--- src/rtl/systolic_pkg.sv ---
// Shared types and helpers for the systolic array control path.
package systolic_pkg;

  typedef enum logic [2:0] {
    StIdle,
    StLoadW,
    StSwitch,
    StStream,
    StDrain,
    StDone
  } seq_state_e;

  localparam int unsigned DefaultDataWidth = 16;

  // Requested column count, limited to the physical array width.
  function automatic logic [15:0] clamp_col_size(input logic [15:0] col_size,
                                                 input int unsigned width);
    return (32'(col_size) > width) ? 16'(width) : col_size;
  endfunction

endpackage

--- src/rtl/systolic_skew.sv ---
// Row-indexed delay line: row r (0-based) sees r+1 register stages, so row i (1-based)
// lags row 1 by i-1 cycles.
module systolic_skew #(
  parameter int unsigned SYSTOLIC_ARRAY_WIDTH = 2,
  parameter int unsigned DATA_WIDTH           = 16
) (
  input  logic                                       clk,
  input  logic                                       rst,
  input  logic [SYSTOLIC_ARRAY_WIDTH*DATA_WIDTH-1:0] in_data,
  output logic [SYSTOLIC_ARRAY_WIDTH*DATA_WIDTH-1:0] out_data
);

  for (genvar r = 0; r < SYSTOLIC_ARRAY_WIDTH; r++) begin : g_row
    logic [DATA_WIDTH-1:0] pipe_q [0:r];

    always_ff @(posedge clk or posedge rst) begin
      if (rst) begin
        for (int i = 0; i <= r; i++) pipe_q[i] <= '0;
      end else begin
        pipe_q[0] <= in_data[r*DATA_WIDTH +: DATA_WIDTH];
        for (int i = 1; i <= r; i++) pipe_q[i] <= pipe_q[i-1];
      end
    end

    assign out_data[r*DATA_WIDTH +: DATA_WIDTH] = pipe_q[r];
  end

endmodule

--- src/rtl/systolic_sequencer.sv ---
// Control-path sequencer for a W x W weight-stationary systolic array.
// Optional performance counters are built when SYSTOLIC_SEQ_PERF_EN is defined.
module systolic_sequencer
  import systolic_pkg::*;
#(
  parameter int unsigned SYSTOLIC_ARRAY_WIDTH = 2,
  parameter int unsigned DATA_WIDTH           = DefaultDataWidth,
  parameter int unsigned CNT_W                = 16
) (
  input  logic                                       clk,
  input  logic                                       rst,
  input  logic                                       cmd_valid,
  output logic                                       cmd_ready,
  input  logic [CNT_W-1:0]                           cmd_num_vec,
  input  logic [15:0]                                cmd_col_size,
  input  logic                                       cmd_load_w,
  input  logic                                       w_valid,
  output logic                                       w_ready,
  input  logic [SYSTOLIC_ARRAY_WIDTH*DATA_WIDTH-1:0] w_data,
  input  logic                                       d_valid,
  output logic                                       d_ready,
  input  logic [SYSTOLIC_ARRAY_WIDTH*DATA_WIDTH-1:0] d_data,
  output logic [SYSTOLIC_ARRAY_WIDTH*DATA_WIDTH-1:0] sys_data_in,
  output logic                                       sys_start,
  output logic [SYSTOLIC_ARRAY_WIDTH*DATA_WIDTH-1:0] sys_weight_in,
  output logic [SYSTOLIC_ARRAY_WIDTH-1:0]            sys_accept_w,
  output logic                                       sys_switch_in,
  output logic [15:0]                                ub_rd_col_size_in,
  output logic                                       ub_rd_col_size_valid_in,
  input  logic                                       sys_valid_out_x1,
  output logic                                       busy,
  output logic                                       done
`ifdef SYSTOLIC_SEQ_PERF_EN
  ,
  output logic [31:0]                                perf_busy_cyc,
  output logic [31:0]                                perf_stall_cyc
`endif
);

  seq_state_e                               state_q;
  logic [CNT_W-1:0]                         num_vec_q;
  logic [15:0]                              col_q;
  logic [15:0]                              w_cnt_q;
  logic [CNT_W-1:0]                         vec_cnt_q;
  logic [CNT_W-1:0]                         res_cnt_q;
  logic [CNT_W-1:0]                         res_inc;
  logic [SYSTOLIC_ARRAY_WIDTH-1:0]          col_mask;
  logic [SYSTOLIC_ARRAY_WIDTH*DATA_WIDTH-1:0] skew_in;
  logic                                     w_fire;
  logic                                     d_fire;

  // ready is registered and only ever high in its own state, so it doubles as the state qualifier
  assign w_fire  = w_valid & w_ready;
  assign d_fire  = d_valid & d_ready;
  assign skew_in = d_fire ? d_data : '0;
  assign res_inc = res_cnt_q + CNT_W'(sys_valid_out_x1);

  always_comb begin
    col_mask = '0;
    for (int j = 0; j < SYSTOLIC_ARRAY_WIDTH; j++) col_mask[j] = (16'(j) < col_q);
  end

  always_ff @(posedge clk or posedge rst) begin
    if (rst) begin
      state_q                 <= StIdle;
      num_vec_q               <= '0;
      col_q                   <= '0;
      w_cnt_q                 <= '0;
      vec_cnt_q               <= '0;
      res_cnt_q               <= '0;
      cmd_ready               <= 1'b1;
      w_ready                 <= 1'b0;
      d_ready                 <= 1'b0;
      sys_start               <= 1'b0;
      sys_weight_in           <= '0;
      sys_accept_w            <= '0;
      sys_switch_in           <= 1'b0;
      ub_rd_col_size_in       <= '0;
      ub_rd_col_size_valid_in <= 1'b0;
      busy                    <= 1'b0;
      done                    <= 1'b0;
    end else begin
      ub_rd_col_size_valid_in <= 1'b0;
      sys_switch_in           <= 1'b0;
      sys_accept_w            <= '0;
      done                    <= 1'b0;
      sys_start               <= d_fire;
      case (state_q)
        StIdle: begin
          if (cmd_valid) begin
            num_vec_q               <= cmd_num_vec;
            col_q                   <= clamp_col_size(cmd_col_size, SYSTOLIC_ARRAY_WIDTH);
            ub_rd_col_size_in       <= clamp_col_size(cmd_col_size, SYSTOLIC_ARRAY_WIDTH);
            ub_rd_col_size_valid_in <= 1'b1;
            cmd_ready               <= 1'b0;
            busy                    <= 1'b1;
            w_cnt_q                 <= '0;
            vec_cnt_q               <= '0;
            res_cnt_q               <= '0;
            if (cmd_load_w) begin
              state_q <= StLoadW;
              w_ready <= 1'b1;
            end else begin
              state_q <= StStream;
              d_ready <= (cmd_num_vec != '0);
            end
          end
        end
        StLoadW: begin
          if (w_fire) begin
            sys_weight_in <= w_data;
            sys_accept_w  <= col_mask;
            w_cnt_q       <= w_cnt_q + 16'd1;
            if (w_cnt_q == 16'(SYSTOLIC_ARRAY_WIDTH - 1)) begin
              w_ready <= 1'b0;
              state_q <= StSwitch;
            end
          end
        end
        StSwitch: begin
          sys_switch_in <= 1'b1;
          state_q       <= StStream;
          d_ready       <= (num_vec_q != '0);
          res_cnt_q     <= '0;
        end
        StStream: begin
          res_cnt_q <= res_inc;
          if (num_vec_q == '0) begin
            state_q <= StDone;
            done    <= 1'b1;
          end else if (d_fire) begin
            vec_cnt_q <= vec_cnt_q + CNT_W'(1);
            if (vec_cnt_q == num_vec_q - CNT_W'(1)) begin
              d_ready <= 1'b0;
              state_q <= StDrain;
            end
          end
        end
        StDrain: begin
          res_cnt_q <= res_inc;
          if (res_inc == num_vec_q) begin
            state_q <= StDone;
            done    <= 1'b1;
          end
        end
        StDone: begin
          state_q   <= StIdle;
          cmd_ready <= 1'b1;
          busy      <= 1'b0;
        end
        default: state_q <= StIdle;
      endcase
    end
  end

  systolic_skew #(
    .SYSTOLIC_ARRAY_WIDTH(SYSTOLIC_ARRAY_WIDTH),
    .DATA_WIDTH          (DATA_WIDTH)
  ) u_skew (
    .clk     (clk),
    .rst     (rst),
    .in_data (skew_in),
    .out_data(sys_data_in)
  );

`ifdef SYSTOLIC_SEQ_PERF_EN
  logic stall;
  assign stall = ((state_q == StLoadW) && !w_valid) || ((state_q == StStream) && !d_valid);

  always_ff @(posedge clk or posedge rst) begin
    if (rst) begin
      perf_busy_cyc  <= '0;
      perf_stall_cyc <= '0;
    end else if ((state_q == StIdle) && cmd_valid) begin
      perf_busy_cyc  <= '0;
      perf_stall_cyc <= '0;
    end else begin
      if (busy && (perf_busy_cyc != '1)) perf_busy_cyc <= perf_busy_cyc + 32'd1;
      if (stall && (perf_stall_cyc != '1)) perf_stall_cyc <= perf_stall_cyc + 32'd1;
    end
  end
`endif

endmodule
--- config.mk ---
export PLATFORM = sky130hd
export DESIGN_NAME = systolic_sequencer
export DESIGN_NICKNAME = d
export VERILOG_FILES = /design/src/rtl/systolic_pkg.sv /design/src/rtl/systolic_skew.sv /design/src/rtl/systolic_sequencer.sv
export SDC_FILE = /design/constraint.sdc
export NUM_CORES = 1
export LEC_CHECK = 0
export BUFFER_PORTS_ARGS = -buffer_cell sky130_fd_sc_hd__buf_2
export CAP_MARGIN = 15
export CORE_MARGIN = 2
export CORE_UTILIZATION = 30
export DETAILED_ROUTE_END_ITERATION = 10
export MAX_ROUTING_LAYER = met4
export PLACE_DENSITY = 0.59
export SYNTH_ARGS = -nofsm -noshare
export SYNTH_HDL_FRONTEND = slang
export SYNTH_SLANG_ARGS = --single-unit
--- constraint.sdc ---
create_clock -name clk -period 6.9 [get_ports clk]
set_clock_uncertainty 0.05 [all_clocks]
set_input_delay 0.69 -clock clk [delete_from_list [all_inputs] [get_ports clk]]
set_output_delay 0.69 -clock clk [all_outputs]
set_load 0.1 [all_outputs]
Word-level counts from Yosys, hierarchy flattened --
Cells that the tools add are included. W data, S select, Z words.
Cells by class: add/subtract/negate cells 4, magnitude comparators 3, equal/unequal tests 19, muxes and demuxes 41, bitwise logic cells 2, reductions and logical operators 19
Operator list (count):
- $mux W16 | 5
- $pmux W16 S2 | 2
- $pmux W16 S3 | 1
- $add A16 B1 Y16 const B | 2
- $eq A16 B16 Y1 | 2
- $lt A1 B16 Y1 const A | 2
- $mux W32 | 1
- $reduce_bool A16 Y1 | 2
- $mux W3 | 7
- $ne A2 B2 Y1 const B | 9
- $add A16 B1 Y16 | 1
- $eq A16 B1 Y1 const B | 1
- $gt A16 B2 Y1 const B | 1
- $logic_not A16 Y1 | 1
- $mux W1 | 16
- $sub A16 B1 Y16 const B | 1
- $pmux W3 S5 | 1
- $reduce_and A6 Y1 | 2
- $pmux W1 S2 | 4
- $reduce_and A2 Y1 | 4
- $eq A3 B2 Y1 const B | 2
- $eq A3 B3 Y1 const B | 2
- $mux W2 | 3
- $ne A3 B3 Y1 const B | 2
- other kinds (10) | 14
Word-level totals: register bits 173, input port bits 103, output and inout port bits 90, word-level logic and storage cells 107

Logic depth before layout (Yosys ltp) --
word-level depth 6, depth in mapped cells 12, mapped depth without buffers 10

By module --
Synthesis repeated with hierarchy kept, for this count alone.
Second synthesis, totals: cells, all modules 826, area, all modules 8135.3 um^2
Modules (own cells, without submodules):
- systolic_sequencer | times used 1, cells each 761, area an instance 6810.3 um^2, sequential area each 3129.3 um^2
- systolic_skew | times used 1, cells each 65, area an instance 1325.0 um^2, sequential area each 1201.2 um^2

Worst setup path after synthesis --
No wires, ideal clock.
kind input-to-reg, start input sys_valid_out_x1, end register state_q[0], arrival time 2838 ps, setup slack 3948 ps, stages on the path 11, cell sequence ha_1 -> ha_1 -> and3_1 -> clkbuf_1 -> maj3_1 -> a2bb2oi_1 -> nor4_1 -> o2111ai_1 -> or3_1 -> nor2_1 -> or3_1
On the way: longest elaborated chain between the ends 4
RTL lines:
- start, declared | RTL line systolic_sequencer.sv:30 | input logic sys_valid_out_x1,
- $add A16 B1 Y16 | RTL line systolic_sequencer.sv:56 | assign res_inc = res_cnt_q + CNT_W'(sys_valid_out_x1);
- $eq A16 B16 Y1 | RTL line systolic_sequencer.sv:141 | if (res_inc == num_vec_q) begin
- $ne A2 B2 Y1 (no source line)
- $reduce_and A6 Y1 (no source line)
- end signal, assigned | RTL line systolic_sequencer.sv:65 | state_q <= StIdle;
- end signal, assigned | RTL line systolic_sequencer.sv:142 | state_q <= StDone;
- end signal, assigned | RTL line systolic_sequencer.sv:147 | state_q <= StIdle;
- end, declared | RTL line systolic_sequencer.sv:40 | seq_state_e state_q;
Every way passes these cells. A chain may end at the register's enable or synchronous reset.

Final worst setup path --
start register state_q[0], end register vec_cnt_q[12]
On the way: longest elaborated chain between the ends 3, elaborated cells on any way between the ends 8
RTL lines:
- start signal, assigned | RTL line systolic_sequencer.sv:65
- start signal, assigned | RTL line systolic_sequencer.sv:101 | state_q <= StLoadW;
- start signal, assigned | RTL line systolic_sequencer.sv:104 | state_q <= StStream;
- $eq A3 B2 Y1 or $logic_not A3 Y1 (tied branches) | RTL line systolic_sequencer.sv:88 | case (state_q)
- $ne A2 B2 Y1 (no source line) or $reduce_bool A2 Y1 (tied branches)
- $reduce_and A4 Y1 (no source line)
- end signal, assigned | RTL line systolic_sequencer.sv:132 | vec_cnt_q <= vec_cnt_q + CNT_W'(1);
- end, declared | RTL line systolic_sequencer.sv:44 | logic [CNT_W-1:0] vec_cnt_q;
Parallel ways exist; a longest one is shown, timed or not.

==> metrics.md <==
| Metric | Value |
|---|---|
| YS warnings | `0` |
| First-pass GRT wire length | `32400 microns` |
| Final setup vio count | `0` |
| Max Fanout on Critical Path | `55` |
| Clock sink count | `173` |
| Synth Cell Area | `0.00812 sq mm` |
| Mux cell area share after synthesis | `0.370%` |
| Hold buffers post-CTS | `0` |
| WL per Instance | `15.0 microns` |
| Max incr delay on CP | `730 ps` |
| Crit path depth | `9` |
| CP cell instances | `nor2_1 > nand2_1 > or2_1 > buf_4 > inv_2 > o2111ai_2 > nor3_1 > xnor2_1 > nor2_1` |
| Seq/Total Area, Yosys | `53.3%` |
| Share of cells above drive strength 1 | `23.9%` |
| Final-report hold violation count | `0` |
| Post-DP HPWL | `14400 microns` |
| Post-Syn Nets | `966` |
| Worst-path clk slew | `70 ps` |
| Drt pass-1 iters | `5` |
| Delay-heaviest family, CP | `simple AND/OR/NAND/NOR gates` |
| Starting Density | `30.3%` |
| IO Port Bufs | `192` |
| Die area | `0.0284 sq mm` |
| Largest family of logic cells by synthesized area | `simple AND/OR/NAND/NOR gates` |
| Vias | `6573` |
| Postcts setup bufs | `0` |
| CP startpoint | `state_q[0]$_DFFE_PP0P_` |
| Clk_lat worst skew | `430 ps` |
| Crit share post-route | `48.2%` |
| Min cycle time layout | `3320 ps` |
| Commonest non-fill, non-tap cells in the layout | `buf_2 (192), nand2_1 (175), dfrtp_1 (172)` |
| Dpl ws | `3560 ps` |
| Critical Path RT | `7120 ps` |
| Setup_tns | `0 ps` |
| Initial drt markers | `470` |
| Routed wire length | `20400 microns` |
| Adder-cell share of the synthesized area | `1.05%` |
| Antenna-violating nets left | `0` |
| Largest net degree at the start of global routing | `71` |
| Std cell rows | `60` |
| Most used cell, CP | `nor2_1` |
| GRT overflow | `0` |
| Max Freq | `301 MHz` |
| CTS Buf Count | `17` |
| Relative slew slack | `35.9%` |
| Number of global-route vias before repair | `6327` |
| Fin nets | `1116` |
| Clk pwr share | `46.8%` |
| Sequential power share | `50.4%` |
| #FFs+latches synth | `173` |
| Post-Layout Cell Count | `1361` |
| XOR/XNOR Fraction of Synth Area | `6.25%` |
| Comb pwr share | `2.8%` |
| Die X | `169 microns` |
| Hold_sp | `u_skew.g_row[1].pipe_q[18]$_DFF_PP0_` |
| Global placement routability congestion | `0.859` |
| H-tree Lvls | `4` |
| CTS Buffer Depth | `2` |
| Slew @ Worst Pin | `960 ps` |
| GRT Total Usage | `14.7%` |
| Pint | `0.00152 W` |
| Post-synth EDFFs | `0` |
| Switch Pwr | `0.000491 W` |
| RSZ-0062 raised after global routing | `false` |
| CTS tree | `built` |
| R2R Path Start | `state_q[0]$_DFFE_PP0P_` |
| Worst VDD drop | `0.000144 V` |
| P per Cell Area | `205 mW/mm^2` |
| CP max stage cell | `inv_2` |
| Hold WS | `295 ps` |
| Hold path depth | `0` |
| Synth Area per Inst | `9.48 sq um` |
| Final Max Tran Viols | `0` |
| Initial antenna violation count | `0` |
| Max cap viols | `0` |
| Critical path class | `reg2reg` |
| Worst setup SP type | `flip-flop` |
| Ant. Diodes | `0` |
| Root Buffer | `clkbuf_16` |
| Post-synthesis compound-gate area fraction | `9.49%` |
| Cell total after placement | `1329` |
| Net Sw Frac | `24.4%` |
| Static leakage | `5.10 nW` |
| Ys flop type | `dfrtp_1` |
| FF-to-FF path depth | `9` |
| I/O pin count | `193` |
| Post-Synthesis Cells | `857` |
| Core footprint | `0.0268 sq mm` |
| Distinct cell type count after synthesis | `63` |
| Post-Synth Simple-Gate Area | `24.5%` |
| Die H | `169 microns` |
| Via-to-Cell Ratio | `4.83` |
| Crit end category | `flip-flop` |
| Hold Path Class | `reg2reg` |
| Commonest non-fill, non-tap cell in the layout | `buf_2` |
| Area grow syn2layout | `20.6%` |
| Post-CTS Resized | `0` |
| Outcome | `finished, final reports clean` |
| Fin worst setup slack | `3580 ps` |
| Critical Path AT | `3540 ps` |
| Synth async-reset ratio | `100%` |
| WP buf/inv | `2` |
| Drt drc | `0` |
==> cell usage after synthesis (12+ instances only) <==
master / instances / share of area (%)
nand3_1: 28 / 1.7
xnor2_1: 35 / 3.8
xor2_1: 23 / 2.5
dfrtp_1: 172 / 53
nand2_1: 175 / 8.1
o21ai_0: 44 / 2.7
inv_1: 17 / 0.79
clkbuf_1: 38 / 1.8
or3_1: 12 / 0.92
a21oi_1: 29 / 1.8
buf_4: 17 / 1.6
nand4_1: 12 / 0.92
nor3_1: 17 / 1.0
and2_1: 21 / 1.6
and3_1: 40 / 3.1
nor2_1: 56 / 2.6
nor4_1: 20 / 1.5
==> power by group through the flow <==
stage	Clock, W	Sequential, W	Combinational [W]
after floorplan	0	0.00103	0.0000182
after global placement	0	0.00103	0.0000586
after detailed placement	0	0.00103	0.0000583
after CTS	0.000972	0.00101	0.0000586
after global routing	0.00101	0.00101	0.0000640
final	0.000940	0.00101	0.0000559
==> metrics by stage <==
step	utilization, %	cell area, sq um	power, W
floorplan	-	8120	0.00105
global placement	34.4	9230	0.00109
detailed placement	34.4	9230	0.00109
CTS	36.6	9800	0.00204
global route	36.6	9800	0.00209
finish	36.6	9800	0.00201
==> registers in the layout (all words and copies together), names as in the netlist, 2 cells and up <==
signal and cells:
u_skew.out_data 16, col_q 16, w_cnt_q 16, res_cnt_q 16, vec_cnt_q 16, u_skew.g_row.pipe_q 32
num_vec_q 16, sys_weight_in 32, sys_accept_w 2, state_q 3
==> cells by family (layout without fill, tap and decap cells) <==
kind of cell	count (synthesis)	count (layout)
AND/OR/NAND/NOR	408	408
buffers and inverters	86	249
adder cells (fa/ha/maj)	7	7
multiplexers	3	3
flip-flops	173	173
XOR/XNOR	58	58
AO/OA/AOI/OAI	122	122
==> path summary, 6_finish.rpt <==
kind | endpoint | slack, ps
max | vec_cnt_q[12]$_DFFE_PP0P_ | 3580
min | u_skew.out_data[18]$_DFF_PP0_ | 300
max reg2reg | vec_cnt_q[12]$_DFFE_PP0P_ | 3580
min reg2reg | u_skew.out_data[18]$_DFF_PP0_ | 300
max in group asynchronous | col_q[11]$_DFFE_PP0P_ | 5280
min in group asynchronous | sys_weight_in[29]$_DFFE_PP0P_ | 310
==> final cells by class <==
type | count | area (sq um)
inverter | 18 | 72.6
clock buffer | 18 | 429
fill | 2749 | 17000
sequential | 173 | 4330
clock inverter | 14 | 140
tap | 341 | 427
timing repair buffer | 199 | 1010
multi-input combinational | 598 | 3390
==> layer usage <==
layer  routed length [microns]  GRT usage (%)  up-vias
met5                         0              -        -
met4                       346           4.57        0
met3                       875           2.99       20
met2                      9680           23.7      171
met1                      9490           18.7     3170
li1                          -              -     3212
Power figures use the tool's default switching activity.
